==> src/rtl/e203_defines.v <==
// rtl/e203_defines.v - core-wide widths, resolve FSM encoding and sequential PC increments
`ifndef E203_DEFINES_V
`define E203_DEFINES_V

`define E203_PC_SIZE          32
`define E203_XLEN             32

`define E203_BJP_STATE_WIDTH  1
`define E203_BJP_STATE_IDLE   1'b0
`define E203_BJP_STATE_FLUSH  1'b1

`define E203_BJP_INCR_RV32    4
`define E203_BJP_INCR_RV16    2

`endif

==> src/rtl/e203_exu_bjp_resolve_pkg.sv <==
// rtl/e203_exu_bjp_resolve_pkg.sv - shared types and helpers for branch/jump resolution
`include "e203_defines.v"

package e203_exu_bjp_resolve_pkg;

    typedef enum logic [`E203_BJP_STATE_WIDTH-1:0] {
        BJP_IDLE  = `E203_BJP_STATE_IDLE,
        BJP_FLUSH = `E203_BJP_STATE_FLUSH
    } bjp_state_e;

    // Fall-through distance to the next instruction.
    function automatic logic [`E203_PC_SIZE-1:0] bjp_seq_incr(input logic rv32);
        return rv32 ? `E203_PC_SIZE'(`E203_BJP_INCR_RV32)
                    : `E203_PC_SIZE'(`E203_BJP_INCR_RV16);
    endfunction

endpackage

==> src/rtl/e203_exu_bjp_resolve_if.sv <==
// rtl/e203_exu_bjp_resolve_if.sv - commit handshake and IFU flush bundle
`include "e203_defines.v"

interface e203_exu_bjp_resolve_if;
    logic                     cmt_i_valid;
    logic                     cmt_i_ready;
    logic                     cmt_i_bjp;
    logic                     cmt_i_fencei;
    logic                     cmt_i_prdt_taken;
    logic                     cmt_i_rslv_taken;
    logic                     cmt_i_rv32;
    logic [`E203_PC_SIZE-1:0] cmt_i_pc;
    logic [`E203_XLEN-1:0]    cmt_i_imm;

    logic                     brchmis_flush_req;
    logic                     brchmis_flush_ack;
    logic [`E203_PC_SIZE-1:0] brchmis_flush_add_op1;
    logic [`E203_PC_SIZE-1:0] brchmis_flush_add_op2;

    modport master (
        output cmt_i_valid, cmt_i_bjp, cmt_i_fencei, cmt_i_prdt_taken,
               cmt_i_rslv_taken, cmt_i_rv32, cmt_i_pc, cmt_i_imm,
               brchmis_flush_ack,
        input  cmt_i_ready, brchmis_flush_req,
               brchmis_flush_add_op1, brchmis_flush_add_op2
    );

    modport slave (
        input  cmt_i_valid, cmt_i_bjp, cmt_i_fencei, cmt_i_prdt_taken,
               cmt_i_rslv_taken, cmt_i_rv32, cmt_i_pc, cmt_i_imm,
               brchmis_flush_ack,
        output cmt_i_ready, brchmis_flush_req,
               brchmis_flush_add_op1, brchmis_flush_add_op2
    );
endinterface

==> src/rtl/e203_exu_satcnt.sv <==
// rtl/e203_exu_satcnt.sv - 32-bit saturating event counter with synchronous clear
module e203_exu_satcnt (
    input  logic        clk,
    input  logic        rst_n,
    input  logic        clr,
    input  logic        en,
    output logic [31:0] cnt
);

    logic [31:0] cnt_q;
    logic [31:0] cnt_d;

    // Clear wins over a same-cycle increment; the all-ones value sticks.
    always_comb begin
        cnt_d = cnt_q;
        if (clr) begin
            cnt_d = 32'd0;
        end else if (en && (cnt_q != 32'hFFFF_FFFF)) begin
            cnt_d = cnt_q + 32'd1;
        end
    end

    always_ff @(posedge clk or negedge rst_n) begin
        if (!rst_n) begin
            cnt_q <= 32'd0;
        end else begin
            cnt_q <= cnt_d;
        end
    end

    assign cnt = cnt_q;

endmodule

==> src/rtl/e203_exu_bjp_resolve.sv <==
// rtl/e203_exu_bjp_resolve.sv - commit-stage branch resolution and IFU flush request
// Optional performance counters are built when E203_BJP_PERF_CNT_EN is defined.
`include "e203_defines.v"

module e203_exu_bjp_resolve
    import e203_exu_bjp_resolve_pkg::*;
(
    input  logic                  clk,
    input  logic                  rst_n,
    e203_exu_bjp_resolve_if.slave bus,
    output logic                  cmt_mispred,
    input  logic                  perf_clr,
    output logic [31:0]           perf_bjp_cnt,
    output logic [31:0]           perf_mis_cnt
);

    bjp_state_e               state_q, state_d;
    logic [`E203_PC_SIZE-1:0] op1_q, op1_d;
    logic [`E203_PC_SIZE-1:0] op2_q, op2_d;
    logic                     accept;
    logic                     mispred;
    logic                     need_flush;

    always_comb begin
        accept     = bus.cmt_i_valid && (state_q == BJP_IDLE);
        mispred    = accept && bus.cmt_i_bjp
                     && (bus.cmt_i_prdt_taken != bus.cmt_i_rslv_taken);
        need_flush = mispred || (accept && bus.cmt_i_fencei);

        state_d = state_q;
        op1_d   = op1_q;
        op2_d   = op2_q;

        case (state_q)
            BJP_IDLE:  if (need_flush) state_d = BJP_FLUSH;
            BJP_FLUSH: if (bus.brchmis_flush_ack) state_d = BJP_IDLE;
            default:   state_d = BJP_IDLE;
        endcase

        // fence.i never takes the immediate: it refetches the next instruction.
        if (need_flush) begin
            op1_d = bus.cmt_i_pc;
            op2_d = (bus.cmt_i_bjp && bus.cmt_i_rslv_taken)
                    ? bus.cmt_i_imm[`E203_PC_SIZE-1:0]
                    : bjp_seq_incr(bus.cmt_i_rv32);
        end
    end

    always_ff @(posedge clk or negedge rst_n) begin
        if (!rst_n) begin
            state_q <= BJP_IDLE;
            op1_q   <= '0;
            op2_q   <= '0;
        end else begin
            state_q <= state_d;
            op1_q   <= op1_d;
            op2_q   <= op2_d;
        end
    end

    assign bus.cmt_i_ready           = (state_q == BJP_IDLE);
    assign bus.brchmis_flush_req     = (state_q == BJP_FLUSH);
    assign bus.brchmis_flush_add_op1 = op1_q;
    assign bus.brchmis_flush_add_op2 = op2_q;
    assign cmt_mispred               = mispred;

`ifdef E203_BJP_PERF_CNT_EN
    e203_exu_satcnt u_bjp_cnt (
        .clk   (clk),
        .rst_n (rst_n),
        .clr   (perf_clr),
        .en    (accept && bus.cmt_i_bjp),
        .cnt   (perf_bjp_cnt)
    );

    e203_exu_satcnt u_mis_cnt (
        .clk   (clk),
        .rst_n (rst_n),
        .clr   (perf_clr),
        .en    (mispred),
        .cnt   (perf_mis_cnt)
    );
`else
    logic unused_perf_clr;
    assign unused_perf_clr = perf_clr;
    assign perf_bjp_cnt    = 32'd0;
    assign perf_mis_cnt    = 32'd0;
`endif

endmodule

==> src/flat_wrapper.sv <==
// flat-port wrapper written by rule: the top's interface ports become plain ports
module e203_exu_bjp_resolve_flat import e203_exu_bjp_resolve_pkg::*;
  (clk, rst_n, cmt_mispred, perf_clr, perf_bjp_cnt, perf_mis_cnt, bus_cmt_i_valid, bus_cmt_i_bjp, bus_cmt_i_fencei, bus_cmt_i_prdt_taken, bus_cmt_i_rslv_taken, bus_cmt_i_rv32, bus_cmt_i_pc, bus_cmt_i_imm, bus_brchmis_flush_ack, bus_cmt_i_ready, bus_brchmis_flush_req, bus_brchmis_flush_add_op1, bus_brchmis_flush_add_op2);
  e203_exu_bjp_resolve_if bus_i ();
  input  logic clk;
  input  logic rst_n;
  output logic cmt_mispred;
  input  logic perf_clr;
  output logic [31:0] perf_bjp_cnt;
  output logic [31:0] perf_mis_cnt;
  input wire logic [$bits(bus_i.cmt_i_valid)-1:0] bus_cmt_i_valid;
  input wire logic [$bits(bus_i.cmt_i_bjp)-1:0] bus_cmt_i_bjp;
  input wire logic [$bits(bus_i.cmt_i_fencei)-1:0] bus_cmt_i_fencei;
  input wire logic [$bits(bus_i.cmt_i_prdt_taken)-1:0] bus_cmt_i_prdt_taken;
  input wire logic [$bits(bus_i.cmt_i_rslv_taken)-1:0] bus_cmt_i_rslv_taken;
  input wire logic [$bits(bus_i.cmt_i_rv32)-1:0] bus_cmt_i_rv32;
  input wire logic [$bits(bus_i.cmt_i_pc)-1:0] bus_cmt_i_pc;
  input wire logic [$bits(bus_i.cmt_i_imm)-1:0] bus_cmt_i_imm;
  input wire logic [$bits(bus_i.brchmis_flush_ack)-1:0] bus_brchmis_flush_ack;
  output wire logic [$bits(bus_i.cmt_i_ready)-1:0] bus_cmt_i_ready;
  output wire logic [$bits(bus_i.brchmis_flush_req)-1:0] bus_brchmis_flush_req;
  output wire logic [$bits(bus_i.brchmis_flush_add_op1)-1:0] bus_brchmis_flush_add_op1;
  output wire logic [$bits(bus_i.brchmis_flush_add_op2)-1:0] bus_brchmis_flush_add_op2;
  assign bus_i.cmt_i_valid = bus_cmt_i_valid;
  assign bus_i.cmt_i_bjp = bus_cmt_i_bjp;
  assign bus_i.cmt_i_fencei = bus_cmt_i_fencei;
  assign bus_i.cmt_i_prdt_taken = bus_cmt_i_prdt_taken;
  assign bus_i.cmt_i_rslv_taken = bus_cmt_i_rslv_taken;
  assign bus_i.cmt_i_rv32 = bus_cmt_i_rv32;
  assign bus_i.cmt_i_pc = bus_cmt_i_pc;
  assign bus_i.cmt_i_imm = bus_cmt_i_imm;
  assign bus_i.brchmis_flush_ack = bus_brchmis_flush_ack;
  assign bus_cmt_i_ready = bus_i.cmt_i_ready;
  assign bus_brchmis_flush_req = bus_i.brchmis_flush_req;
  assign bus_brchmis_flush_add_op1 = bus_i.brchmis_flush_add_op1;
  assign bus_brchmis_flush_add_op2 = bus_i.brchmis_flush_add_op2;
  e203_exu_bjp_resolve u_core (.clk(clk), .rst_n(rst_n), .bus(bus_i), .cmt_mispred(cmt_mispred), .perf_clr(perf_clr), .perf_bjp_cnt(perf_bjp_cnt), .perf_mis_cnt(perf_mis_cnt));
endmodule
==> config.mk <==
export PLATFORM = sky130hd
export DESIGN_NAME = e203_exu_bjp_resolve_flat
export DESIGN_NICKNAME = d
export VERILOG_FILES = /design/src/rtl/e203_exu_bjp_resolve_pkg.sv /design/src/rtl/e203_exu_bjp_resolve_if.sv /design/src/rtl/e203_exu_satcnt.sv /design/src/rtl/e203_exu_bjp_resolve.sv /design/src/flat_wrapper.sv
export VERILOG_INCLUDE_DIRS = /design/src /design/src/rtl
export SDC_FILE = /design/constraint.sdc
export NUM_CORES = 1
export LEC_CHECK = 0
export CAP_MARGIN = 30
export CORE_UTILIZATION = 30
export DETAILED_ROUTE_END_ITERATION = 16
export PLACE_DENSITY_LB_ADDON = 0.08
export SYNTH_ARGS = -nofsm -noshare
export SYNTH_HDL_FRONTEND = slang
export SYNTH_SLANG_ARGS = --single-unit
export TNS_END_PERCENT = 30
==> constraint.sdc <==
create_clock -name clk -period 1.5 [get_ports clk]
set_input_delay 0.3 -clock clk [delete_from_list [all_inputs] [get_ports clk]]
set_output_delay 0.3 -clock clk [all_outputs]
set_load 0.1 [all_outputs]
# Yosys cells after proc, flatten, opt, wreduce, memory -nomap -nowiden
# Index checks and enable logic that the tools add are counted.
[totals]
latchBits = 0
romBits = 0
in_bits = 74
n_memories = 0
mem_bits_rw = 0
wordCells = 16
out_inout_bits = 131
register_bits = 65
[op_classes]
shift = 0
n_div = 0
n_bitwise = 1
n_addsub = 0
multipliers = 0
n_eq_ne = 1
n_lt_le_gt_ge = 0
reduce_logical = 6
mux = 5
[op_table]
columns = ["cell", "n"]
rows = [
  ["32-bit 2-to-1 mux", 1],
  ["1-bit logical AND", 5],
  ["3-bit 2-to-1 mux", 1],
  ["1-bit 2-to-1 mux", 2],
  ["1-bit one-hot mux with 2 select lines", 1],
  ["1-bit logical OR", 1],
  ["1-bit != test", 1],
  ["1-bit inverter", 1],
]

# Depth between registers and ports, before layout
# Gate-level depths: netlist of the first run.
[depth]
ltp_word = 7
mapped_depth = 5
ltp_nobuf = 3

# Worst setup path before layout of the first run
# No wires, ideal clock.
[synth_timing]
kind = "flip-flop to flip-flop"
from = "reg u_core.state_q (netlist: u_core.bus.brchmis_flush_req)"
to = "reg u_core.op1_q[10] (netlist: u_core.bus.brchmis_flush_add_op1[10])"
slack_ps = -1226
path_stages_with_launch = 6
setup_time_ps = 126
required_time_ps = 1374
n_path_buf = 2
t_arrival_ps = 2599
period_less_slack_ps = 2726
path_cell_list = "dfrtp_1 > inv_1 > a32o_1 > buf_6 > buf_6 > mux2_4"
[synth_via]
elab_chain_cells = 5
word_cells_on_any_way = 6
classes_between = "bitwise (1); reduce/logical (5)"
[synth_rtl]
columns = ["element", "line_no", "text"]
rows = [
  ["from (decl)", "e203_exu_bjp_resolve.sv:17", "bjp_state_e state_q, state_d;"],
  ["from (signal assigned)", "e203_exu_bjp_resolve.sv:55", "state_q <= state_d;"],
  ["1-bit inverter (*)", "--", ""],
  ["named net bus_cmt_i_ready", "flat_wrapper.sv:20", "output wire logic [$bits(bus_i.cmt_i_ready)-1:0] bus_cmt_i_ready;"],
  ["1-bit logical AND (*)", "e203_exu_bjp_resolve.sv:25", "accept = bus.cmt_i_valid && (state_q == BJP_IDLE);"],
  ["1-bit logical AND", "e203_exu_bjp_resolve.sv:26", "mispred = accept && bus.cmt_i_bjp"],
  ["1-bit logical AND", "e203_exu_bjp_resolve.sv:27", "&& (bus.cmt_i_prdt_taken != bus.cmt_i_rslv_taken);"],
  ["1-bit logical OR (*)", "e203_exu_bjp_resolve.sv:28", "need_flush = mispred || (accept && bus.cmt_i_fencei);"],
  ["to (signal assigned)", "e203_exu_bjp_resolve.sv:56", "op1_q <= op1_d;"],
  ["to (decl)", "e203_exu_bjp_resolve.sv:18", "logic [`E203_PC_SIZE-1:0] op1_q, op1_d;"],
]
# The timed path passes the listed nets; every way through them passes the cells marked *.
# A chain may end at the register's enable or synchronous reset.

# Worst setup path after layout of the first run
[layout_timing]
from = "reg u_core.state_q (netlist: u_core.bus.brchmis_flush_req)"
to = "out cmt_mispred"
[layout_via]
elab_chain_cells = 4
[layout_rtl]
columns = ["element", "line_no", "text"]
rows = [
  ["1-bit inverter", "e203_exu_bjp_resolve.sv:25", ""],
  ["1-bit logical AND", "e203_exu_bjp_resolve.sv:25", ""],
  ["1-bit logical AND", "e203_exu_bjp_resolve.sv:26", ""],
  ["1-bit logical AND", "e203_exu_bjp_resolve.sv:27", ""],
  ["to (decl)", "flat_wrapper.sv:7", "output logic cmt_mispred;"],
]
# No other way between the ends.

==> results.md, run 1 <==
- First-pass GRT wire length: 12.6 mm
- Flops & latches, synth: 65
- Total Power: 0.0107 W
- Ant diodes: 0
- Vias in the first global route: 2393
- Initial drt markers: 65
- GRT Max-Usage Layer: met2
- ANT nets after route: 0
- Setup slack after placement: -0.461 ns
- CTS Root Cell: clkbuf_8
- Clk sink count: 65
- Total GRT Usage: 14.2%
- Setup Skew: 0.0117 ns
- Async S/R FF share, synth: 100%
- Minimum clock period: 1.69 ns
- Fin cells: 552
- Die W: 108 um
- Residual DRC: 0
- DP HPWL: 5.38 mm
- Core area: 0.0109 mm^2
- Number of enable flip-flop cells after synthesis: 0
- Nature of the critical path endpoint: primary output
- Fraction of layout cells with a size suffix above 1: 42.5%
- Worst path cell trace: and3b_1 -> and2_4 -> buf_12
- Area growth syn-to-layout: 75.2%
- Run status: finished, violations left
- Die H: 108 um
- Mapped Cells: 247
- Placed cells: 525
- Initial Utilization: 31.0%
- Initial antenna violation count: 0
- DR vias/cell: 4.04
- Largest net degree at the start of global routing: 66
- HP Class: input pin to asynchronous set/reset pin
- Worst path required time: 1.20 ns
- M1 GR Usage: 18.7%
- Row Count: 38
- CTS Buffer Depth: 2
- RD Place Congestion: 0.681
- Share of the core filled with cells: 54.2%
- Arrival time of the worst setup path: 1.39 ns
- H-tree depth: 3
- Die area: 0.0117 mm^2
- Pre-Repair DR Iteration Count: 4
- Synth warn: 0
- Post-Syn Area: 0.00337 mm^2
- Clk slew on worst S/H paths: 0.08 ns
- Yosys cell types: 17
- Hold Fails Final Rpt: 0
- Remaining global-route overflow: 0
- Fillcell total: 935
- Worst setup margin: -0.193 ns
- Final setup fails: 65
- CP Class: register to primary output
- Slowest cell on crit path: dfrtp_4
- Period Utilization, post-route: 113%
- Startpoint Class: register
- Final Max Slew Viols: 0
- CP max stage delay: 0.49 ns
- Fmax: 0.590 GHz
- Synthesized area per cell: 13.6 um^2
- CP bufs+invs: 1
- Port Buffer Count: 139
- Ys flop type: dfrtp_1
- Fin Setup TNS: -8.17 ns
- Post-synthesis sequential area ratio: 48.3%
- Total power per unit cell area: 1820 mW/mm^2
- Final wirelength: 8.22 mm
- Max-cap viol count: 0
- Number of I/O pins: 205
- Clock Latency Late Sink: 0.34 ns
- Wire per inst: 14.9 um
- Failing checks: negative setup slack
- Unrepaired setup endpoints after global routing: true
- Delay-heaviest family, CP: flip-flops
- CTS tree: built
- # nets final: 481
- LEAKAGE: 2.83 nW
- DR vias: 2231
- Cts bufs inserted: 9
- GR met3 Demand/Resource: 5.79%
- Met2 Use GR: 21.7%
- Peak supply drop: 0.968 mV
- Worst-path maximum fanout: 3
-- worst reg2reg max path, delay by kind of cell (launching register included) --
kind            cells  cell delay, ns
simple gates        1            0.25
mux                 1            0.30
buf+inv             2            0.32
flops               1            0.49
compound gates      1            0.19
-- cell usage in the layout, fill, tap and decap left out, drive strengths merged --
cell type	n
buf	88
clkdlybuf4s50	71
dfrtp	65
mux2	65
conb	64
and3	30
clkbuf	14
clkinvlp	4
and2	2
xor2	1
and3b	1
a32o	1
o21bai	1
nand3	1
o21ai	1
clkinv	1
inv	1
dlygate4sd3	1
-- what timing repair did --
action / in CTS / in global routing
buffers inserted: 4 / 0
gates cloned: 3 / 3
pin swaps: 0 / 1
endpoints found under the setup margin: 66 / 67
hold buffers: 1 / 0
endpoints found under the hold margin: 41 / 0
gates resized for setup: 14 / 10
-- layout make-up --
type / count / area [um^2] / share of cell area [%]
timing repair buffer: 163 / 2450 / 41.4
sequential: 65 / 1630 / 27.6
multi-input combinational: 167 / 1460 / 24.8
tap: 140 / 175 / 2.97
clock buffer: 11 / 141 / 2.39
clock inverter: 5 / 40.0 / 0.678
inverter: 1 / 7.51 / 0.127
-- power by group --
group / total [W] / internal [W] / switching [W] / leakage (nW)
sequential: 0.00259 / 0.00215 / 0.000440 / 0.814
clock: 0.00138 / 0.000654 / 0.000727 / 0.0822
combinational: 0.00675 / 0.00248 / 0.00428 / 1.94
-- metrics by stage --
stage | cell area [um^2] | hold WS, ns
6_report | 5900 | 0.515
5_1_grt | 5900 | 0.546
4_1_cts | 5790 | 0.525
3_5_place_dp | 5430 | 0.357
3_3_place_gp | 5430 | 0.359
2_1_floorplan | 3610 | 0.00441
-- cells by family (layout without fill, tap and decap cells) --
logic type,count (synthesis),in the layout,share of synthesized area [%]
multiplexers,65,65,27.2
XOR/XNOR,1,1,0.260
flip-flops,65,65,48.3
buffers and inverters,78,180,17.2
AND/OR/NAND/NOR,34,34,6.35
other,1,64,0.111
AO/OA/AOI/OAI,3,3,0.668
-- path summary, 6_finish.rpt --
| check | from | endpoint | slack (ns) | cells past startpoint |
|---|---|---|---|---|
| min reg2reg | u_core.bus.brchmis_flush_add_op2[27] | u_core.bus.brchmis_flush_add_op2[27] | 0.58 | 1 |
| min in group clk | bus_brchmis_flush_ack | u_core.bus.brchmis_flush_req | 0.55 | 2 |
| max reg2reg | u_core.bus.brchmis_flush_req | u_core.bus.brchmis_flush_add_op2[27] | -0.16 | 5 |
| min | rst_n | u_core.bus.brchmis_flush_add_op1[16] | 0.51 | 3 |
| max in group asynchronous | rst_n | u_core.bus.brchmis_flush_req | 0.66 | 3 |
| max | u_core.bus.brchmis_flush_req | cmt_mispred | -0.19 | 3 |
-- flip-flops by register name (all words and copies together), names as in the netlist --
signal                            flops
u_core.bus.brchmis_flush_add_op1     32
u_core.bus.brchmis_flush_add_op2     32
u_core.bus.brchmis_flush_req          1
-- cell usage after synthesis (all sizes together), types with 2 or more instances --
library cell	instances	area share, %
and2	2	0.37
and3	30	5.6
buf	71	16
clkbuf	6	0.67
dfrtp	65	48
mux2	65	27
-- routing by layer --
layer,vias to the layer above,wire [um]
li1,1035,-
met1,1076,3700
met2,114,3680
met3,6,778
met4,0,61
met5,-,0
No activity file was read; power rests on OpenSTA's default activity.
==> run 2, diff against run 1 <==
--- a/config.mk
+++ b/config.mk
@@ -6,8 +6,9 @@
 export SDC_FILE = /design/constraint.sdc
 export NUM_CORES = 1
 export LEC_CHECK = 0
+export ABC_CLOCK_PERIOD_IN_PS = 1500
 export CAP_MARGIN = 30
-export CORE_UTILIZATION = 30
+export CORE_UTILIZATION = 34
 export DETAILED_ROUTE_END_ITERATION = 16
 export PLACE_DENSITY_LB_ADDON = 0.08
 export SYNTH_ARGS = -nofsm -noshare
==> constraint.sdc (replaced) <==
create_clock -name clk -period 1.5 [get_ports clk]
set_input_delay 0.3 -clock clk [delete_from_list [all_inputs] [get_ports clk]]
set_output_delay 0.3 -clock clk [all_outputs]
set_load 0.005 [all_outputs]
==> run 2 against run 1 <==
Effect of this change:
- the flow still finishes with violations (negative setup slack)
- final area is 16% lower
- clock skew down 0.0059 ns
- global-route usage is 0.50 points higher
- clock power increased by 17%
- worst setup slack improved by 0.046 ns
==> results.md, run 2 (synthesis gave the netlist of run 1 again) <==
- Run status: finished, violations left (unchanged)
- Failing checks: negative setup slack (unchanged)
- RD Place Congestion: 0.711 (was 0.681)
- CP Class: input pin to register (was register to primary output)
- Initial Utilization: 35.8% (was 31.0%)
- Die area: 0.0103 mm^2 (was 0.0117 mm^2)
- # nets final: 475 (was 481)
- Hold Fails Final Rpt: 0 (unchanged)
- CP bufs+invs: 3 (was 1)
- Minimum clock period: 1.65 ns (was 1.69 ns)
- Final Max Slew Viols: 0 (unchanged)
- Fraction of layout cells with a size suffix above 1: 25.4% (was 42.5%)
- Remaining global-route overflow: 0 (unchanged)
- Cell area after layout: 0.00495 mm^2 (was 0.00590 mm^2)
- Most common cell after layout, fill and taps aside: clkdlybuf4s50_1 (was buf_12)
- Fin Setup TNS: -8.08 ns (was -8.17 ns)
- Reg2Reg Setup Slack: -0.13 ns (was -0.16 ns)
- Port Buffer Count: 139 (unchanged)
- Pre-Repair DR Iteration Count: 4 (unchanged)
- H-tree depth: 3 (unchanged)
- Setup Skew: 0.00583 ns (was 0.0117 ns)
- Clk slew on worst S/H paths: 0.07 ns (was 0.08 ns)
- Die H: 102 um (was 108 um)
- Initial antenna violation count: 1 (was 0)
- HP Class: input pin to asynchronous set/reset pin (unchanged)
- Slowest cell on crit path: clkdlybuf4s50_1 (was dfrtp_4)
- DR vias: 2224 (was 2231)
- ANT nets after route: 0 (unchanged)
- Peak supply drop: 0.510 mV (was 0.968 mV)
- DP HPWL: 5.38 mm (about the same)
- Delay-heaviest family, CP: buffers and inverters (was flip-flops)
- Area growth syn-to-layout: 46.9% (was 75.2%)
- Residual DRC: 0 (unchanged)
- Period Utilization, post-route: 110% (was 113%)
- Row Count: 35 (was 38)
- CTS Buffer Depth: 2 (unchanged)
- Startpoint Class: input pin (was register)
- Max-cap viol count: 0 (unchanged)
- Worst setup margin: -0.147 ns (was -0.193 ns)
- Nature of the critical path endpoint: register (was primary output)
- Total power per unit cell area: 1160 mW/mm^2 (was 1820 mW/mm^2)
- Total Power: 0.00573 W (was 0.0107 W)
- WP depth: 6 (was 3)
- Arrival time of the worst setup path: 1.87 ns (was 1.39 ns)
- Most frequent cells in the layout: 69 x clkdlybuf4s50_1, 65 x dfrtp_1, 64 x conb_1 (was 72 x buf_12, 71 x clkdlybuf4s50_1, 64 x conb_1, 64 x dfrtp_1, 62 x mux2_4)
- DR vias/cell: 4.16 (was 4.04)
- Die W: 102 um (was 108 um)
- Largest net degree at the start of global routing: 32 (was 66)
- First-pass GRT wire length: 11.3 mm (was 12.6 mm)
- Fmax: 0.607 GHz (was 0.590 GHz)
- Initial drt markers: 46 (was 65)
- Worst reg2reg path depth: 5 (unchanged)
- Total GRT Usage: 14.7% (was 14.2%)
- CTS Root Cell: clkbuf_8 (unchanged)
- Placed instance area: 0.00474 mm^2 (was 0.00543 mm^2)
- Number of I/O pins: 205 (unchanged)
- Unrepaired setup endpoints after global routing: true (unchanged)
- CP max stage delay: 0.43 ns (was 0.49 ns)
- CTS tree: built (unchanged)
- LEAKAGE: 2.63 nW (was 2.83 nW)
- Cts bufs inserted: 9 (unchanged)
- Wire per inst: 14.3 um (was 14.9 um)
- Vias in the first global route: 2124 (was 2393)
- Core area: 0.00942 mm^2 (was 0.0109 mm^2)
- Final wirelength: 7.63 mm (was 8.22 mm)
- Worst-path maximum fanout: 19 (was 3)
- Clock Latency Late Sink: 0.33 ns (was 0.34 ns)
- Final setup fails: 65 (unchanged)
- WHS: 0.461 ns (was 0.515 ns)
- Share of the core filled with cells: 52.6% (was 54.2%)
- Worst path required time: 1.72 ns (was 1.20 ns)
- Clk sink count: 65 (unchanged)
- Worst path cell trace: clkdlybuf4s50_1 -> and3b_1 -> buf_4 -> a32o_4 -> buf_12 -> mux2_4 (was and3b_1 -> and2_4 -> buf_12)
run 2: report_power, final:
group	leakage, nW	switching, W	internal, W	total (W)
Clock	0.102	0.000694	0.000928	0.00162
Combinational	1.71	0.000579	0.00120	0.00178
Sequential	0.815	0.000191	0.00214	0.00234
Total	2.63	0.00146	0.00427	0.00573
run 2: final cells by class:
cell class              instances  area, um^2
inverters                       1        3.75
diodes                          1        2.50
clock buffers                  10         128
multi-input cells             167        1420
clock inverters                 5        81.3
well taps                     129         161
repair buffers                157        1530
flip-flops and latches         65        1630
fillers                       859        4460
run 2: repair_timing:
item,in CTS,in global routing
pin swaps,2,0
hold buffers,1,0
setup endpoints to repair,123,72
endpoints found under the hold margin,14,0
gates resized for setup,70,8
setup buffers,3,2
run 2: final timing paths:
check,start,to
worst max-delay path,bus_cmt_i_bjp,u_core.bus.brchmis_flush_add_op1[2]
worst min-delay path,rst_n,u_core.bus.brchmis_flush_add_op1[21]
worst max register to register,u_core.bus.brchmis_flush_req,u_core.bus.brchmis_flush_add_op1[2]
worst min register to register,u_core.bus.brchmis_flush_add_op2[31],u_core.bus.brchmis_flush_add_op2[31]
max in group asynchronous,rst_n,u_core.bus.brchmis_flush_add_op2[13]
min in group clk,u_core.bus.brchmis_flush_add_op2[31],u_core.bus.brchmis_flush_add_op2[31]
run 2: layer usage:
layer  GRT usage, %  wire length [um]  vias up
met3           4.07               574        9
met4           5.35               100        0
met1           17.7              3240     1084
met2           25.2              3710      114
met5              0                 0        -
li1               -                 -     1017
run 2: metrics by stage:
step,setup slack [ns],instances
floorplan,0.0196,310
global placement,-0.486,513
detailed placement,-0.494,513
CTS,-0.156,532
global route,-0.181,535
finish,-0.147,535
run 2: worst reg2reg max path: stages, from the launching register on:
cell and delay [ns]:
dfrtp_1 0.38, and3b_1 0.20, buf_4 0.13, a32o_4 0.32
buf_12 0.19, mux2_4 0.31
